$ cat config.mk
export PLATFORM = sky130hd
export DESIGN_NAME = snail_seq_tx
export DESIGN_NICKNAME = d
export VERILOG_FILES = /design/src/rtl/snail_pkg.sv /design/src/rtl/snail_rise_counter.sv /design/src/rtl/snail_seq_tx.sv
export SDC_FILE = /design/constraint.sdc
export NUM_CORES = 1
export LEC_CHECK = 0
export BUFFER_PORTS_ARGS = -buffer_cell sky130_fd_sc_hd__buf_4
export CELL_PAD_IN_SITES_DETAIL_PLACEMENT = 1
export CELL_PAD_IN_SITES_GLOBAL_PLACEMENT = 1
export CORE_ASPECT_RATIO = 0.6
export CORE_MARGIN = 2
export CORE_UTILIZATION = 39
export DETAILED_ROUTE_END_ITERATION = 16
export HOLD_SLACK_MARGIN = 0.12
export PLACE_DENSITY = 0.82
export SYNTH_ARGS = -nofsm -noshare
export SYNTH_HDL_FRONTEND = slang
export SYNTH_HIERARCHICAL = 1
export SYNTH_SLANG_ARGS = --single-unit
$ cat constraint.sdc
create_clock -name clk_in -period 2.4 [get_ports clk_in]
set_input_delay 0.72 -clock clk_in [delete_from_list [all_inputs] [get_ports clk_in]]
set_output_delay 0.72 -clock clk_in [all_outputs]
set_load 0.01 [all_outputs]
$ cat src/rtl/snail_pkg.sv
// Shared types and constants for the snail serial transmitter.
// Build option: define SNAIL_TX_PARITY_EN to add the even-parity state.
package snail_pkg;

  typedef enum logic [1:0] {
    ST_IDLE   = 2'd0,
`ifdef SNAIL_TX_PARITY_EN
    ST_PARITY = 2'd2,
`endif
    ST_SHIFT  = 2'd1
  } snail_state_e;

  localparam logic IDLE_LEVEL = 1'b1;
  localparam int   SMILE_W    = 8;

endpackage

$ cat src/rtl/snail_rise_counter.sv
// Counts 0->1 transitions of the transmit line. "line" is the level the line
// takes after this edge, so the count is updated in step with the line register.
module snail_rise_counter
  import snail_pkg::*;
(
  input  logic               clk_in,
  input  logic               rst_in,
  input  logic               clear,
  input  logic               enable,
  input  logic               line,
  output logic [SMILE_W-1:0] count
);

  logic prev;

  // NOTE: sequential state uses non-blocking assignments so every register
  // samples pre-edge values regardless of statement order.
  always_ff @(posedge clk_in or posedge rst_in) begin
    if (rst_in) begin
      prev  <= IDLE_LEVEL;
      count <= '0;
    end else begin
      prev <= line;
      if (clear) begin
        count <= '0;
      end else if (enable && line && !prev && (count != '1)) begin
        count <= count + 1'b1;
      end
    end
  end

endmodule

$ cat src/rtl/snail_seq_tx.sv
// Serializes a DATA_W-bit payload MSB first onto an idle-high line.
// Build option: define SNAIL_TX_PARITY_EN to append one even-parity bit per frame.
module snail_seq_tx
  import snail_pkg::*;
#(
  parameter int DATA_W = 8
) (
  input  logic               clk_in,
  input  logic               rst_in,
  input  logic [DATA_W-1:0]  data_in,
  input  logic               valid_in,
  output logic               ready_out,
  output logic               sequence_out,
  output logic               busy_out,
  output logic               done_out,
  output logic [SMILE_W-1:0] smile_cnt_out
);

  localparam int IDX_W = $clog2(DATA_W);

  snail_state_e      state_q, state_d;
  logic [DATA_W-1:0] payload_q, payload_d;
  logic [IDX_W-1:0]  bit_idx_q, bit_idx_d, bit_idx_m1;
  logic              seq_d, done_d, ready_d, busy_d, capture;

  assign bit_idx_m1 = bit_idx_q - 1'b1;

  // NOTE: every variable gets a default before the case so no path leaves one
  // unassigned, which would infer a latch.
  always_comb begin
    state_d   = state_q;
    payload_d = payload_q;
    bit_idx_d = bit_idx_q;
    seq_d     = sequence_out;
    done_d    = 1'b0;
    capture   = 1'b0;
    case (state_q)
      ST_IDLE: begin
        seq_d = IDLE_LEVEL;
        if (valid_in && ready_out) begin
          capture   = 1'b1;
          payload_d = data_in;
          seq_d     = data_in[DATA_W-1];
          bit_idx_d = IDX_W'(DATA_W - 1);
          state_d   = ST_SHIFT;
        end
      end
      ST_SHIFT: begin
        // bit_idx_q is the index of the bit currently on the line.
        if (bit_idx_q != '0) begin
          bit_idx_d = bit_idx_m1;
          seq_d     = payload_q[bit_idx_m1];
        end else begin
`ifdef SNAIL_TX_PARITY_EN
          state_d = ST_PARITY;
          seq_d   = ^payload_q;
`else
          state_d = ST_IDLE;
          seq_d   = IDLE_LEVEL;
          done_d  = 1'b1;
`endif
        end
      end
`ifdef SNAIL_TX_PARITY_EN
      ST_PARITY: begin
        state_d = ST_IDLE;
        seq_d   = IDLE_LEVEL;
        done_d  = 1'b1;
      end
`endif
      default: begin
        state_d = ST_IDLE;
        seq_d   = IDLE_LEVEL;
      end
    endcase
    ready_d = (state_d == ST_IDLE);
    busy_d  = (state_d != ST_IDLE);
  end

  // NOTE: the payload is an ordinary register, not a memory array, so it
  // takes a reset value like the rest of the state.
  always_ff @(posedge clk_in or posedge rst_in) begin
    if (rst_in) begin
      state_q      <= ST_IDLE;
      payload_q    <= '0;
      bit_idx_q    <= '0;
      sequence_out <= IDLE_LEVEL;
      ready_out    <= 1'b1;
      busy_out     <= 1'b0;
      done_out     <= 1'b0;
    end else begin
      state_q      <= state_d;
      payload_q    <= payload_d;
      bit_idx_q    <= bit_idx_d;
      sequence_out <= seq_d;
      ready_out    <= ready_d;
      busy_out     <= busy_d;
      done_out     <= done_d;
    end
  end

  // Fed the next line level so the count lands together with sequence_out.
  snail_rise_counter u_rise_counter (
    .clk_in (clk_in),
    .rst_in (rst_in),
    .clear  (capture),
    .enable (state_q != ST_IDLE),
    .line   (seq_d),
    .count  (smile_cnt_out)
  );

endmodule

==> metrics.yaml, run 1 <==
outcome: "completed"
drive_above_1_share_pct: 47.7
die_w_um: 79.0
seq_power_share_pct: 45.0
required_ns: 2.59
synth_top_area_share_pct: 43.8
drtPass1Iterations: 4
setup_violations: 0
fillCellCount: 354
syn_nets: 118
first_iter_violations: 51
cts_buffers: 3
synth_enable_flop_cells: 0
period_share_pct: 93.6
synth-seq-area-share_pct: 49.8
worstMarginPinSlew_ns: 0.638
combPwrFrac_pct: 35.8
clock_skew_ns: 0.00246
dpl_cell_area_um2: 1530
ys_async_sr_fraction_pct: 100
instances_no_fill: 177
worstSetupPathType: "flop to flop"
routed.top_layer: "met4"
die_h_um: 49.0
crit_buf_inv: 1
ys_types: 46
grt_max_degree: 19
routabilityCongestion: 0.811
leakage_nw: 0.733
rsz0062_at_grt: "false"
worstPathCellList: "inv_2 -> ha_4 -> mux4_2 -> mux2i_1 -> a22oi_2 -> and3b_2 -> and3_4 -> a311oi_2"
dp.final_hpwl_um: 2220
p_sw_share_pct: 30.8
post-route-min-period_ns: 2.25
coreArea_um2: 3240
drc_errors: 0
grt_overflow: 0
rows: 16
port_buffers: 22
synthFlopType: "dfrtp_1"
dieArea_um2: 3870
grt_pass1_vias: 975
syn_to_final_growth_pct: 22.7
power.density_nw_per_um2: 822
post_drt_wl_per_cell_um: 17.4
maxSlewHeadroom_pct: 57.4
worst_setup_path_end_kind: "flop"
ys_top_cells_by_area: "dfrtp_1 44%, mux2_2 6.9%, dfstp_2 6.0%"
wl_met1_um: 1470
p_int_mw: 0.918
cp_top_family: "multiplexers"
power.share.clock_pct: 19.2
htree_levels: 1
utilization_pct: 49.8
cts_tree: "built"
antenna_found_initial: 0
track_usage_pct: 17.5
grt_pass1_wl_um: 5020
met2_length_um: 1480
cpPeakStageDelay_ns: 0.50
power.total_mw: 1.33
numClockSinks: 26
critical_path.startpoint_type: "flop"
fmax_ghz: 0.445
maxCapViolCount: 0
num_vias: 929
cts_root_buffer: "clkbuf_8"
worstSkewPairLatency_ns: 0.28
cts_buffer_depth: 2
cp_slowest_cell: "mux4_2"
clk_pin_slew_worst_paths_ns: 0.08
maxSlewViolCount: 0
synth_area_um2: 1320
irDropWorstVdd_mv: 0.308
nNetsFinal: 147
critPathMaxFanout: 5
start_util_pct: 40.5
diodes: 0
wl_met3_um: 110
final-hold-violation-count: 0
yosysTopAreaCell: "dfrtp_1"
hold_path.class: "input port to asynchronous set/reset pin"
vias_per_cell: 5.25
cts-hold-fix-buffers: 0
synth_seq_cells: 26
routed_wl_um: 3080
syn_inst: 104
cp.arrival_ns: 2.44
syn_area_per_cell_um2: 12.6
dp.cells: 170
io_pins: 23
power_switching_mw: 0.409
yosysWarnings: 6
fin_area_um2: 1610
ant_nets: 0
==> path summary, 6_finish.rpt <==
path | from | endpoint | slack, ns | cells past startpoint
hold reg to reg | payload_q[4] | payload_q[4] | 0.52 | 1
min in group clk_in | payload_q[4] | payload_q[4] | 0.52 | 1
setup / recovery | bit_idx_q[0] | u_rise_counter/count[7] | 0.15 | 8
max in group asynchronous | rst_in | done_out | 1.45 | 2
hold / removal | rst_in | u_rise_counter/count[0] | 0.42 | 2
setup reg to reg | bit_idx_q[0] | u_rise_counter/count[7] | 0.15 | 8
==> cell families after synthesis <==
| kind of cell | after synthesis | share of synthesized area [%] |
|---|---|---|
| muxes | 13 | 13.2 |
| AOI/OAI and AO/OA | 22 | 13.8 |
| and+or+nand+nor | 27 | 15.1 |
| adders and majority gates | 3 | 2.85 |
| DFF | 26 | 49.8 |
| buffers and inverters | 11 | 4.28 |
| other | 1 | 0.285 |
| xor gates and xnor gates | 1 | 0.666 |
==> metal layers <==
layer	vias up	global-route usage (%)
met5	-	0
met4	0	6.90
met3	3	3.89
met2	21	27.8
met1	473	23.3
li1	432	-
==> cells in the mapped netlist (2+ instances only) <==
master and number:
nand2_1 2, nor2b_1 2, a311oi_1 2, a211oi_1 3, a31oi_1 3, dfstp_2 3
ha_1 3, dfrtp_1 23, and2_4 2, inv_1 7, mux2i_1 2, mux2_2 8
nor2_1 2, a21oi_1 5, nand2b_1 3, buf_6 2, and3_1 3
==> per-stage QoR <==
step | setup WS, ns | hold slack, ns | setup TNS (ns)
global placement | 0.0766 | 0.495 | 0
detailed placement | -0.0355 | 0.501 | -0.107
global route | 0.0201 | 0.446 | 0
floorplan | 0.0635 | 0.472 | 0
finish | 0.153 | 0.419 | 0
CTS | 0.0115 | 0.417 | 0
==> cell type report <==
type | count | area, um^2 | share of cell area (%)
inverter | 8 | 30.0 | 1.86
multi-input combinational | 68 | 633 | 39.2
sequential | 26 | 654 | 40.5
clock buffer | 4 | 45.0 | 2.79
tap | 45 | 56.3 | 3.49
timing repair buffer | 26 | 195 | 12.1
==> registers in the layout, indices dropped and copies added, names as in the netlist <==
name / count
payload_q: 8
u_rise_counter/count: 8
bit_idx_q: 3
state_q: 2
busy_out: 1
done_out: 1
ready_out: 1
sequence_out: 1
u_rise_counter/prev: 1
==> power groups by stage <==
stage	Combinational, mW	Sequential, mW	Clock [mW]
CTS	0.427	0.593	0.267
detailed placement	0.415	0.599	0
global placement	0.388	0.592	0
floorplan	0.284	0.594	0
finish	0.474	0.597	0.255
global route	0.522	0.608	0.281
==> layout by cell type, fill, tap and decap left out, drive strengths merged <==
cell type  instances
o22a               1
clkbuf             4
nand2              2
a21oi              5
a22oi              1
a31oi              4
and3b              2
and3               5
mux2               9
conb               1
nand2b             3
nand3b             1
o21ai              2
nor2b              3
xnor2              1
a21boi             1
dfstp              3
nor3b              1
and4bb             1
buf               26
a311oi             3
a41oi              1
ha                 3
or2                1
a211o              1
nand3              1
nor3               1
nor2               3
inv                8
a211oi             3
mux2i              2
and2               4
dfrtp             23
mux4               2
==> timing repair <==
action                     4_1_cts  5_1_grt
buffers inserted                 1        1
setup endpoints to repair        5        8
gates cloned                     1        0
gates resized for setup          1        6
pin swaps                        1        2
Note: power is estimated with default switching activity, not from simulation.
==> run 2: changes to the inputs <==
--- a/config.mk
+++ b/config.mk
@@ -14,6 +14,7 @@
 export DETAILED_ROUTE_END_ITERATION = 16
 export HOLD_SLACK_MARGIN = 0.12
 export PLACE_DENSITY = 0.82
+export RECOVER_POWER = 50
 export SYNTH_ARGS = -nofsm -noshare
 export SYNTH_HDL_FRONTEND = slang
 export SYNTH_HIERARCHICAL = 1
==> run 2 against run 1 <==
Compared with the run above:
- register-to-register slack about the same
- design area decreased by 0.93%
- non-clock buffer count stayed put
- global-route usage is the same
- combinational power about the same
- clock power about the same
- count of clock-buffer cells in the layout unchanged
- worst setup slack got worse by 0.0016 ns
- clock skew about the same
- utilization fell by 0.46 points
- total power shrank 0.36%
- sequential share of layout area rose by 0.38 points
==> metrics.yaml, run 2 (same netlist as run 1, synthesis figures left out) <==
outcome: "completed"
ant_nets: 0
worstMarginPinSlew_ns: 0.641
coreArea_um2: 3240
critical_path.startpoint_type: "flop"
maxSlewViolCount: 0
cts_buffers: 3
met2_usage_pct: 27.8
largestRegisters: "payload_q x8, u_rise_counter/count x8, bit_idx_q x3"
worstSetupPathType: "flop to flop"
die_h_um: 49.0
track_usage_pct: 17.5
rrSetupSlack_ns: 0.15
power.density_nw_per_um2: 826
port_buffers: 22
setup_violations: 0
routabilityCongestion: 0.811
fin_area_um2: 1600
start_util_pct: 40.5
rows: 16
drtPass1Iterations: 4
routed_wl_um: 3090
leakage_nw: 0.728
period_share_pct: 93.7
busiest_layer: "met2"
worst_setup_path_end_kind: "flop"
drc_errors: 0
antenna_found_initial: 0
power_switching_mw: 0.407
worstSkewPairLatency_ns: 0.28
num_vias: 925
clock_skew_ns: 0.00246
grt_pass1_wl_um: 5020
mostFrequentLayoutCell: "buf_4"
dp.final_hpwl_um: 2220
layout_common_cells: "25 x buf_4, 23 x dfrtp_1, 8 x mux2_2, 5 x inv_1, 5 x a21oi_1"
first_iter_violations: 56
diodes: 0
fmax_ghz: 0.445
dpl_cell_area_um2: 1530
cts_root_buffer: "clkbuf_8"
maxCapViolCount: 0
io_pins: 23
grt_use_met1_pct: 23.3
clk_pin_slew_worst_paths_ns: 0.08
dieArea_um2: 3870
combPwrFrac_pct: 35.7
critPathMaxFanout: 5
die_w_um: 79.0
instances_no_fill: 177
grtUsageMet3_pct: 3.89
cts_buffer_depth: 2
dp.cells: 170
power.share.clock_pct: 19.3
numClockSinks: 26
holdWs_ns: 0.411
vias_per_cell: 5.23
irDropWorstVdd_mv: 0.308
required_ns: 2.59
p_int_mw: 0.914
grt_max_degree: 19
final-hold-violation-count: 0
maxSlewHeadroom_pct: 57.2
fillCellCount: 356
cp.arrival_ns: 2.44
syn_to_final_growth_pct: 21.6
nNetsFinal: 147
p_sw_share_pct: 30.8
drive_above_1_share_pct: 45.5
post_drt_wl_per_cell_um: 17.5
grt_pass1_vias: 975
rsz0062_at_grt: "false"
utilization_pct: 49.3
grt_overflow: 0
cts_tree: "built"
tns_ns: 0
htree_levels: 1
post-route-min-period_ns: 2.25
seq_power_share_pct: 45.0
hold_path.class: "input port to asynchronous set/reset pin"
## run 2: per-layer routing
| metal | vias up | wire (um) |
|---|---|---|
| li1 | 432 | - |
| met1 | 476 | 1510 |
| met2 | 14 | 1480 |
| met3 | 3 | 77 |
| met4 | 0 | 23 |
| met5 | - | 0 |
## run 2: metrics by stage
stage,power [mW],setup WS (ns)
floorplan,0.878,0.0635
global placement,0.981,0.0766
detailed placement,1.01,-0.0355
CTS,1.29,0.0115
global route,1.40,0.0201
finish,1.32,0.151
## run 2: path summary, 6_finish.rpt
check | from | endpoint | depth (start not counted)
max in group asynchronous | rst_in | state_q[0] | 2
hold reg to reg | payload_q[4] | payload_q[4] | 1
hold / removal | rst_in | u_rise_counter/count[0] | 2
min in group clk_in | payload_q[4] | payload_q[4] | 1
setup reg to reg | bit_idx_q[0] | u_rise_counter/count[7] | 8
setup / recovery | bit_idx_q[0] | u_rise_counter/count[7] | 8
## run 2: area by class of cell
| class | count | area (um^2) | share of cell area, % |
|---|---|---|---|
| Sequential cell | 26 | 654 | 40.9 |
| Tap cell | 45 | 56.3 | 3.52 |
| Multi-Input combinational cell | 68 | 622 | 38.9 |
| Clock buffer | 4 | 45.0 | 2.82 |
| Inverter | 8 | 30.0 | 1.88 |
| Timing Repair Buffer | 26 | 191 | 12.0 |
## run 2: power by group through the flow
stage | Clock, mW | Sequential [mW] | Combinational [mW]
2_1_floorplan | 0 | 0.594 | 0.284
3_3_place_gp | 0 | 0.592 | 0.388
3_5_place_dp | 0 | 0.599 | 0.415
4_1_cts | 0.267 | 0.593 | 0.427
5_1_grt | 0.281 | 0.607 | 0.517
6_report | 0.255 | 0.595 | 0.471
## run 2: critical path: stages, from the launching register on
cell      delay [ns]
dfrtp_1         0.37
inv_2           0.06
ha_4            0.28
mux4_2          0.50
mux2i_1         0.17
a22oi_2         0.11
and3b_2         0.26
and3_4          0.19
a311oi_2        0.22
## run 2: what timing repair did
| item | CTS | global route |
|---|---|---|
| pin swaps | 1 | 2 |
| gates resized for setup | 1 | 6 |
| hold buffers | 0 | 0 |
| cloned | 1 | 0 |
| setup buffers | 1 | 1 |
| setup endpoints to repair | 5 | 8 |
